`src/rtl/ucode_sequencer.sv`:
```
// ucode_sequencer: microprogram sequencer for the ARC microarchitecture.
// Owns the control store address register (CSAR) and selects the next
// microaddress from the COND/JUMP fields, PSR flags and IR. The sequencer
// stalls while a memory access is pending and faults on a memory timeout.
// Optional feature macro: MICROSEQ_PERFCNT_EN adds retired/stall counters.
module ucode_sequencer #(
    parameter int DATAWIDTH_JUMPADDRESS = 11,
    parameter int DATAWIDTH_CONDITION   = 3,
    parameter int DATAWIDTH_IR          = 32,
    parameter int MEM_TIMEOUT           = 255,
    parameter int DATAWIDTH_TIMEOUT     = 8
) (
    input  logic                             MICROSEQ_CLOCK_50,
    input  logic                             MICROSEQ_ResetInHigh_In,
    input  logic                             MICROSEQ_Enable_In,
    input  logic [DATAWIDTH_CONDITION-1:0]   MICROSEQ_Condition_InBus,
    input  logic [DATAWIDTH_JUMPADDRESS-1:0] MICROSEQ_JumpAddress_InBus,
    input  logic                             MICROSEQ_RD_In,
    input  logic                             MICROSEQ_WR_In,
    input  logic                             MICROSEQ_MemReady_In,
    input  logic [3:0]                       MICROSEQ_PSR_InBus,
    input  logic [DATAWIDTH_IR-1:0]          MICROSEQ_IR_InBus,
    output logic [DATAWIDTH_JUMPADDRESS-1:0] MICROSEQ_CSAddress_OutBus,
    output logic                             MICROSEQ_Step_Out,
    output logic                             MICROSEQ_Stall_Out,
`ifdef MICROSEQ_PERFCNT_EN
    output logic [15:0]                      MICROSEQ_RetiredCount_OutBus,
    output logic [15:0]                      MICROSEQ_StallCount_OutBus,
`endif
    output logic                             MICROSEQ_Fault_Out
);

    typedef enum logic [1:0] {
        ST_IDLE    = 2'd0,
        ST_RUN     = 2'd1,
        ST_MEMWAIT = 2'd2,
        ST_FAULT   = 2'd3
    } state_t;

    localparam logic [DATAWIDTH_TIMEOUT-1:0] TIMEOUT_LIMIT = DATAWIDTH_TIMEOUT'(MEM_TIMEOUT);

    state_t                             state;
    logic [DATAWIDTH_JUMPADDRESS-1:0]   csar;
    logic [DATAWIDTH_TIMEOUT-1:0]       timeout_cnt;
    logic                               fault;
    logic                               access;
    logic                               step;
    logic                               stall;
    logic                               take_jump;
    logic [DATAWIDTH_JUMPADDRESS-1:0]   next_addr;

    assign MICROSEQ_CSAddress_OutBus = csar;
    assign MICROSEQ_Fault_Out        = fault;
    assign MICROSEQ_Step_Out         = step;
    assign MICROSEQ_Stall_Out        = stall;

    // Retire/stall decode: a read and a write together count as one access.
    always_comb begin
        access = MICROSEQ_RD_In | MICROSEQ_WR_In;
        step   = 1'b0;
        stall  = 1'b0;
        case (state)
            ST_RUN: begin
                step  = MICROSEQ_Enable_In & (~access | MICROSEQ_MemReady_In);
                stall = MICROSEQ_Enable_In & access & ~MICROSEQ_MemReady_In;
            end
            ST_MEMWAIT: begin
                step  = MICROSEQ_MemReady_In;
                stall = 1'b1;
            end
            default: begin
                step  = 1'b0;
                stall = 1'b0;
            end
        endcase
    end

    // Next microaddress: increment, conditional/unconditional jump or DECODE dispatch.
    always_comb begin
        take_jump = 1'b0;
        case (MICROSEQ_Condition_InBus)
            3'b001:  take_jump = MICROSEQ_PSR_InBus[3];
            3'b010:  take_jump = MICROSEQ_PSR_InBus[2];
            3'b011:  take_jump = MICROSEQ_PSR_InBus[1];
            3'b100:  take_jump = MICROSEQ_PSR_InBus[0];
            3'b101:  take_jump = MICROSEQ_IR_InBus[13];
            3'b110:  take_jump = 1'b1;
            default: take_jump = 1'b0;
        endcase
        if (MICROSEQ_Condition_InBus == 3'b111) begin
            next_addr = DATAWIDTH_JUMPADDRESS'({1'b1, MICROSEQ_IR_InBus[31:30],
                                                MICROSEQ_IR_InBus[24:19], 2'b00});
        end else if (take_jump) begin
            next_addr = MICROSEQ_JumpAddress_InBus;
        end else begin
            // Natural wrap from the top of the store back to address 0.
            next_addr = csar + {{(DATAWIDTH_JUMPADDRESS-1){1'b0}}, 1'b1};
        end
    end

    // Sequencer FSM: CSAR, memory-wait timeout counter and fault flag.
    always_ff @(posedge MICROSEQ_CLOCK_50 or posedge MICROSEQ_ResetInHigh_In) begin
        if (MICROSEQ_ResetInHigh_In) begin
            state       <= ST_IDLE;
            csar        <= '0;
            timeout_cnt <= '0;
            fault       <= 1'b0;
        end else begin
            case (state)
                ST_IDLE: begin
                    csar <= '0;
                    if (MICROSEQ_Enable_In) begin
                        state <= ST_RUN;
                    end
                end
                ST_RUN: begin
                    if (MICROSEQ_Enable_In && access && !MICROSEQ_MemReady_In) begin
                        state       <= ST_MEMWAIT;
                        timeout_cnt <= {{(DATAWIDTH_TIMEOUT-1){1'b0}}, 1'b1};
                    end else if (step) begin
                        csar <= next_addr;
                    end
                end
                ST_MEMWAIT: begin
                    // Enable is deliberately ignored: the access must complete or time out.
                    if (MICROSEQ_MemReady_In) begin
                        csar        <= next_addr;
                        state       <= ST_RUN;
                        timeout_cnt <= '0;
                    end else if (timeout_cnt == TIMEOUT_LIMIT) begin
                        state <= ST_FAULT;
                        fault <= 1'b1;
                    end else begin
                        timeout_cnt <= timeout_cnt + {{(DATAWIDTH_TIMEOUT-1){1'b0}}, 1'b1};
                    end
                end
                ST_FAULT: begin
                    // Terminal until reset; CSAR stays frozen for post-mortem.
                    fault <= 1'b1;
                end
                default: begin
                    state       <= ST_IDLE;
                    csar        <= '0;
                    timeout_cnt <= '0;
                    fault       <= 1'b0;
                end
            endcase
        end
    end

`ifdef MICROSEQ_PERFCNT_EN
    logic [15:0] retired_cnt;
    logic [15:0] stall_cnt;

    assign MICROSEQ_RetiredCount_OutBus = retired_cnt;
    assign MICROSEQ_StallCount_OutBus   = stall_cnt;

    // Performance counters: retired wraps, stall saturates.
    always_ff @(posedge MICROSEQ_CLOCK_50 or posedge MICROSEQ_ResetInHigh_In) begin
        if (MICROSEQ_ResetInHigh_In) begin
            retired_cnt <= 16'd0;
            stall_cnt   <= 16'd0;
        end else begin
            if (step) begin
                retired_cnt <= retired_cnt + 16'd1;
            end
            if (stall && (stall_cnt != 16'hFFFF)) begin
                stall_cnt <= stall_cnt + 16'd1;
            end
        end
    end
`endif

endmodule

```
`config.mk`:
```
export PLATFORM = sky130hd
export DESIGN_NAME = ucode_sequencer
export DESIGN_NICKNAME = d
export VERILOG_FILES = /design/src/rtl/ucode_sequencer.sv
export SDC_FILE = /design/constraint.sdc
export NUM_CORES = 1
export LEC_CHECK = 0
export ABC_AREA = 1
export BUFFER_PORTS_ARGS = -buffer_cell sky130_fd_sc_hd__buf_2
export CAP_MARGIN = 10
export CELL_PAD_IN_SITES_DETAIL_PLACEMENT = 1
export CELL_PAD_IN_SITES_GLOBAL_PLACEMENT = 1
export CORE_AREA = 4 4 77 79
export DETAILED_ROUTE_END_ITERATION = 12
export DIE_AREA = 0 0 81 83
export PLACE_DENSITY_LB_ADDON = 0.1
export REMOVE_ABC_BUFFERS = 1
export SYNTH_ARGS = -nofsm -noshare
export SYNTH_HDL_FRONTEND = slang
export SYNTH_SLANG_ARGS = --single-unit
```
`constraint.sdc`:
```
create_clock -name MICROSEQ_CLOCK_50 -period 4.8 [get_ports MICROSEQ_CLOCK_50]
set_input_delay 0.24 -clock MICROSEQ_CLOCK_50 [delete_from_list [all_inputs] [get_ports MICROSEQ_CLOCK_50]]
set_output_delay 0.24 -clock MICROSEQ_CLOCK_50 [all_outputs]
set_load 0.02 [all_outputs]
```
After elaboration in Yosys (flattened, before gate mapping):

Index checks and enable logic that the tools add are counted.

* add/sub/neg operators: 2
* eq/ne operators: 20
* mux-type cells: 21
* bitwise operators: 7
* reduce and logical (&&, ||, !) cells: 11

Operator list (count)
* $mux W11: 5
* $pmux W11 S3: 1
* $mux W8: 3
* $pmux W8 S2: 1
* $ne A2 B2 Y1 const B: 7
* $eq A3 B3 Y1 const B: 4
* $add A11 B1 Y11 const B: 1
* $add A8 B1 Y8 const B: 1
* $eq A8 B8 Y1 const B: 1
* $mux W2: 4
* $reduce_and A4 Y1: 2
* $eq A3 B2 Y1 const B: 2
* $ne A3 B3 Y1 const B: 2
* $pmux W1 S2: 3
* $pmux W1 S6: 1
* $pmux W2 S3: 1
* $reduce_and A3 Y1: 2
* $eq A2 B2 Y1 const B: 2
* $reduce_bool A2 Y1: 2
* $and A1 B1 Y1: 3
* $eq A3 B1 Y1 const B: 1
* $reduce_bool A3 Y1: 1
* $eq A2 B1 Y1 const B: 1
* $logic_and A1 B1 Y1: 2
* other kinds (5): 8

* bits in registers: 22
* output and inout bits: 14
* word-level logic and storage cells: 65

Depth between registers and ports, before layout:

Gate-level depths: netlist of the first run.

* word-level depth: 8
* mapped depth: 11
* gate-level depth less buffers: 11

Least setup slack after synthesis of the first run:

No wires, ideal clock.

* path kind: register to output
* from: register state[1]
* to: output port MICROSEQ_Stall_Out
* arrival time: 1581 ps
* data required time: 4560 ps
* path slack: 2979 ps
* stages on the path, launching flop included: 6
* cells stage by stage: dfrtp_1 > inv_1 > ha_1 > nand2_1 > or2_1 > a21boi_0

* word-level cells in the longest chain between the ends: 2

RTL lines
* from (decl): line 42 `state_t state;`
* from (signal assigned): line 104 `state <= ST_IDLE;`
* from (signal assigned): line 113 `state <= ST_RUN;`
* from (signal assigned): line 118 `state <= ST_MEMWAIT;`
* $eq A2 B2 Y1 / $eq A2 B1 Y1 (equally long branches): line 62 `case (state)`
* $pmux W1 S2 *: line 62
* to (decl): line 25 `output logic MICROSEQ_Stall_Out,`

Mark *: on every way between the ends. The rest lies on a longest branch, timed or not.

Worst setup path in the final report of the first run:

Ends and elaborated chain as after synthesis.

==> results.sh, run 1 <==
export IMPL_start_kind="flip-flop"
export IMPL_power_density_nw_per_um2=435
export IMPL_critical_path_class="flip-flop to primary output"
export IMPL_drive_gt1_share_pct=22.0
export IMPL_hpwl_um=3820
export IMPL_wl_um=4900
export IMPL_cp_num_buf_inv=2
export IMPL_hold_buffers=0
export IMPL_avgViaCountPerCell=4.74
export IMPL_ys_top_cells_by_area="dfrtp_1 31%, nand2_1 21%, nand3_1 7.3%"
export IMPL_p_leak_nw=1.19
export IMPL_synth_top_cell_area_share_pct=31.1
export IMPL_rsz0062_at_grt="no"
export IMPL_clkTransAtPathRegs_ps=90
export IMPL_antenna_found_initial=0
export IMPL_numCtsBuffers=3
export IMPL_slew_violations=0
export IMPL_hold_viol_final=0
export IMPL_clock_fmax_mhz=475
export IMPL_hold_path_class="input pin to async pin"
export IMPL_drv_cap=0
export IMPL_cp_top_family="flip-flops"
export IMPL_die_area_um2=6720
export IMPL_finalCritPeriodShare_pct=43.9
export IMPL_yosys_area_top_type="dfrtp_1"
export IMPL_synth_warnings=0
export IMPL_dr_pass1_iters=4
export IMPL_cts_setup_buffers=0
export IMPL_max_stage_delay_ps=430
export IMPL_yosysSeqAreaShare_pct=31.1
export IMPL_grt_max_degree=23
export IMPL_final_cell_mix="97 x nand2_1, 46 x buf_2, 32 x inv_1, 26 x nand3_1"
export IMPL_antenna_cells=0
export IMPL_grt_pass1_wl_um=8490
export IMPL_synthDistinctLibCells=30
export IMPL_layout_setup_ws_ps=2690
export IMPL_core_area_um2=5340
export IMPL_place_gp_congestion=0.726
export IMPL_arrival_ps=1870
export IMPL_ant_nets=0
export IMPL_peakVddDrop_v=0.000186
export IMPL_grt_remaining_overflow=0
export IMPL_vias=1849
export IMPL_syn_area_um2=1770
export IMPL_fin_setup_tns_ps=0
export IMPL_status="finished, final reports clean"
export IMPL_clockRootBuffer="clkbuf_8"
export IMPL_layout_nets=383
export IMPL_wl_per_cell_um=12.6
export IMPL_ioPinCount=70
export IMPL_area_growth_synth_to_final_pct=20.3
export IMPL_finalSetupViolCount=0
export IMPL_multiInputGateArea_um2=1050
export IMPL_drc=0
export IMPL_min_period_ps=2110
export IMPL_num_rows=27
export IMPL_final_common_cell="nand2_1"
export IMPL_avgSynthCellArea_um2=6.49
export IMPL_path_cells="inv_1, ha_1, nand2_1, or2_1, a21boi_0, buf_2"
export IMPL_relSlewSlack_pct=39.6
export IMPL_dp_slack_ps=2740
export IMPL_nFillCells=725
export IMPL_fp_dieW_um=81
export IMPL_tightest_slew_ps=905
export IMPL_cts_max_path_buffers=2
export IMPL_cts_tree="built"
export IMPL_die_h_um=83
export IMPL_synthCells=273
export IMPL_finClkSkew_ps=5.09
export IMPL_io_buffers=46
export IMPL_start_util_pct=33.2
export IMPL_insertion_delay_ps=270
export IMPL_grt_pass1_vias=1923
export IMPL_ys_seq_elements=22
export IMPL_grt_usage_pct=15.6
export IMPL_required_ps=4560
export IMPL_cts_repair_resized=0
export IMPL_seq_area_um2=551
export IMPL_clock_sinks=22
export IMPL_cp_max_fo=5
export IMPL_cp_end_kind="primary output"
export IMPL_cts_htree_levels=1
export IMPL_worst_path_max_delay_cell="dfrtp_1"
export IMPL_initialDrtViolationCount=35
==> cells in the mapped netlist <==
| cell | instances |
|---|---|
| o21ai_0 | 2 |
| a21boi_0 | 1 |
| o21ai_2 | 4 |
| nor3_1 | 3 |
| buf_4 | 1 |
| xor2_1 | 4 |
| buf_6 | 1 |
| o2111ai_1 | 1 |
| nand3_1 | 26 |
| nor2_2 | 3 |
| a21oi_1 | 9 |
| nand3_2 | 1 |
| nor2_1 | 22 |
| inv_1 | 32 |
| nor3b_1 | 2 |
| o21bai_1 | 1 |
| dfrtp_1 | 22 |
| nand2_2 | 3 |
| o21ai_1 | 10 |
| inv_2 | 4 |
| or2_1 | 1 |
| nor3_2 | 1 |
| nand4_1 | 6 |
| buf_2 | 2 |
| nand3_4 | 1 |
| ha_1 | 8 |
| nand2_1 | 97 |
| clkbuf_1 | 1 |
| xnor2_1 | 1 |
| or2_2 | 3 |
==> final cells by class <==
cell class                 instances  area share (%)
sequential                        22            25.9
timing repair buffer              46            10.8
clock inverter                     1            1.41
inverter                          36            6.35
clock buffer                       3            1.94
multi-input combinational        210            49.4
tap                               72            4.23
==> state kept, by name (all words and copies together), names as in the netlist <==
name	cells
MICROSEQ_CSAddress_OutBus	11
timeout_cnt	8
state	2
MICROSEQ_Fault_Out	1
==> through the flow <==
step	cells	power (mW)	util (%)	cell area, um2	hold WS [ps]
floorplan	268	0.615	-	1740	229
global placement	386	0.753	38.6	2060	458
detailed placement	386	0.761	38.6	2060	473
CTS	390	0.946	39.9	2130	202
global route	390	1.02	39.9	2130	238
finish	390	0.926	39.9	2130	151
==> metal layers <==
layer | vias to the layer above | global-route usage [%] | routed length [um]
li1 | 953 | - | -
met1 | 865 | 18.7 | 2240
met2 | 29 | 29.2 | 2500
met3 | 2 | 1.63 | 135
met4 | 0 | 3.23 | 29
met5 | - | 0 | 0
==> power by group <==
part / internal (mW) / leakage [nW] / total, mW / switching (mW)
Clock: 0.111 / 0.0357 / 0.181 / 0.0694
Sequential: 0.229 / 0.289 / 0.290 / 0.0608
Combinational: 0.157 / 0.865 / 0.455 / 0.298
==> kinds of logic after synthesis <==
logic type	share of synthesized area, %
adders and majority gates	5.65
AOI/OAI and AO/OA	9.26
buffers and inverters	9.47
DFF	31.1
xor gates and xnor gates	2.47
and+or+nand+nor	42.0
==> final timing paths <==
kind,slack (ps),cells after the start,from,end
worst max-delay path,2690,6,state[1],MICROSEQ_Stall_Out
worst min-delay path,150,2,MICROSEQ_ResetInHigh_In,MICROSEQ_CSAddress_OutBus[1]
worst max register to register,2760,9,state[0],timeout_cnt[3]
worst min register to register,490,2,MICROSEQ_Fault_Out,MICROSEQ_Fault_Out
max in group asynchronous,4090,2,MICROSEQ_ResetInHigh_In,MICROSEQ_CSAddress_OutBus[4]
min in group MICROSEQ_CLOCK_50,270,3,MICROSEQ_JumpAddress_InBus[4],MICROSEQ_CSAddress_OutBus[4]
Power figures use the tool's default switching activity.
==> inputs of run 2 (changes only) <==
- CORE_AREA: 4 4 77 79 -> 4 4 79 81
- DIE_AREA: 0 0 81 83 -> 0 0 83 85
- clock period: 4.8 -> 2 ns (I/O delays scaled with it)
==> run 2 against run 1 <==
Highest routed layer unchanged. Worst setup slack lost 2500 ps. Combinational power rose to 2.6 times the previous value. Sequential share of layout area down 0.81 points. Routed wire length up 4.3%.
==> results.sh, run 2 (same netlist as run 1, synthesis figures left out) <==
export IMPL_hpwl_um=4070
export IMPL_hold_viol_final=0
export IMPL_hold_path_class="input pin to flip-flop"
export IMPL_final_cell_mix="97 x nand2_1, 46 x buf_2, 32 x inv_1, 26 x nand3_1"
export IMPL_cts_max_path_buffers=2
export IMPL_power_switching_mw=1.04
export IMPL_power_density_nw_per_um2=1000
export IMPL_layout_nets=394
export IMPL_p_leak_nw=1.23
export IMPL_p_clk_share_pct=15.4
export IMPL_core_area_um2=5470
export IMPL_finClkSkew_ps=5.01
export IMPL_intPower_mw=1.17
export IMPL_max_stage_delay_ps=450
export IMPL_relSlewSlack_pct=79.1
export IMPL_start_util_pct=32.4
export IMPL_grt_max_degree=23
export IMPL_fp_dieW_um=83
export IMPL_area_growth_synth_to_final_pct=24.2
export IMPL_dr_pass1_iters=2
export IMPL_required_ps=1900
export IMPL_largest_reg_flops=11
export IMPL_worst_path_max_delay_cell="dfrtp_1"
export IMPL_cts_setup_buffers=0
export IMPL_io_buffers=46
export IMPL_final_common_cell="nand2_1"
export IMPL_numCtsBuffers=3
export IMPL_die_h_um=85
export IMPL_seqPwrFrac_pct=31.3
export IMPL_antenna_found_initial=0
export IMPL_fin_setup_tns_ps=0
export IMPL_multiInputGateArea_um2=1050
export IMPL_clock_fmax_mhz=555
export IMPL_critical_path_class="flip-flop to primary output"
export IMPL_cts_tree="built"
export IMPL_place_gp_congestion=0.753
export IMPL_grt_pass1_wl_um=9100
export IMPL_die_area_um2=7060
export IMPL_rsz0062_at_grt="no"
export IMPL_nFillCells=758
export IMPL_slew_violations=0
export IMPL_finalCritPeriodShare_pct=90.2
export IMPL_swShare_pct=47.0
export IMPL_clock_sinks=22
export IMPL_path_cells="inv_1, ha_1, nand2_1, or2_1, a21boi_0, buf_2"
export IMPL_dp_cells=396
export IMPL_cp_max_fo=5
export IMPL_min_period_ps=1800
export IMPL_arrival_ps=1700
export IMPL_fin_cells=401
export IMPL_drive_gt1_share_pct=24.3
export IMPL_clockRootBuffer="clkbuf_8"
export IMPL_initialDrtViolationCount=38
export IMPL_cp_end_kind="primary output"
export IMPL_status="finished, final reports clean"
export IMPL_clkTransAtPathRegs_ps=90
export IMPL_seq_area_um2=551
export IMPL_ant_nets=0
export IMPL_cts_htree_levels=1
export IMPL_finalSetupViolCount=0
export IMPL_num_rows=27
export IMPL_drc=0
export IMPL_tightest_slew_ps=313
export IMPL_avgViaCountPerCell=4.70
export IMPL_grt_pass1_vias=1976
export IMPL_grt_remaining_overflow=0
export IMPL_drv_cap=0
export IMPL_combPwrFrac_pct=53.3
export IMPL_grt_usage_pct=15.4
export IMPL_wl_um=5110
export IMPL_wl_per_cell_um=12.8
export IMPL_peakVddDrop_v=0.000451
export IMPL_ioPinCount=70
export IMPL_start_kind="flip-flop"
export IMPL_insertion_delay_ps=270
export IMPL_antenna_cells=0
export IMPL_vias=1885
run 2: cell types whose count changed in the layout (fill, tap and decap cells not counted):
cell           change
clkbuf_8           +1
dlygate4sd3_1      +1
bufinv_16          -1
buf_4             +10
run 2: path summary, 6_finish.rpt:
check,from,endpoint,slack (ps),cells after the start
max reg2reg,state[0],timeout_cnt[0],250,9
min,MICROSEQ_JumpAddress_InBus[4],MICROSEQ_CSAddress_OutBus[4],110,3
max in group asynchronous,MICROSEQ_ResetInHigh_In,MICROSEQ_CSAddress_OutBus[1],1360,4
max,state[1],MICROSEQ_Stall_Out,200,6
min in group asynchronous,MICROSEQ_ResetInHigh_In,MICROSEQ_Fault_Out,400,4
min reg2reg,MICROSEQ_Fault_Out,MICROSEQ_Fault_Out,480,2
run 2: layout make-up:
class                           count  area share, %
Multi-Input combinational cell    210           47.9
Sequential cell                    22           25.0
Timing Repair Buffer               57           14.3
Inverter                           36           6.15
Tap cell                           72           4.10
Clock buffer                        4           2.50
run 2: metal layers:
layer  up-vias  wire length [um]  global-route usage, %
met5         -                 0                      0
met4         0                29                   2.67
met3         2               176                   2.91
met2        25              2490                   28.5
met1       884              2420                   18.7
li1        974                 -                      -
run 2: worst max-delay path: cells and delay by family, from the launching register on:
kind / cells / cell delay [ps]
fa+ha+maj: 1 / 170
flops: 1 / 450
buf+inv: 2 / 310
simple gates: 2 / 330
compound gates: 1 / 170
run 2: power by group through the flow:
stage / clock network [mW] / registers [mW] / logic (mW)
floorplan: 0 / 0.749 / 0.727
global placement: 0 / 0.701 / 1.17
detailed placement: 0 / 0.704 / 1.21
CTS: 0.353 / 0.697 / 1.21
global route: 0.368 / 0.716 / 1.35
finish: 0.340 / 0.691 / 1.18
run 2: through the flow:
step           hold slack (ps)  util [%]  setup slack, ps  instance area, um2  total power, mW
3_5_place_dp               169      39.0              243                2130             1.91
4_1_cts                    113      40.2              174                2200             2.26
3_3_place_gp               164      39.0              317                2130             1.87
6_report                   108      40.2              197                2200             2.21
5_1_grt                    130      40.2             57.1                2200             2.44
2_1_floorplan             89.2         -              319                1740             1.48
run 2: what timing repair did:
item / 4_1_cts / 5_1_grt
resized for setup: 0 / 0
hold endpoints to repair: 22 / 0
hold buffers: 1 / 0
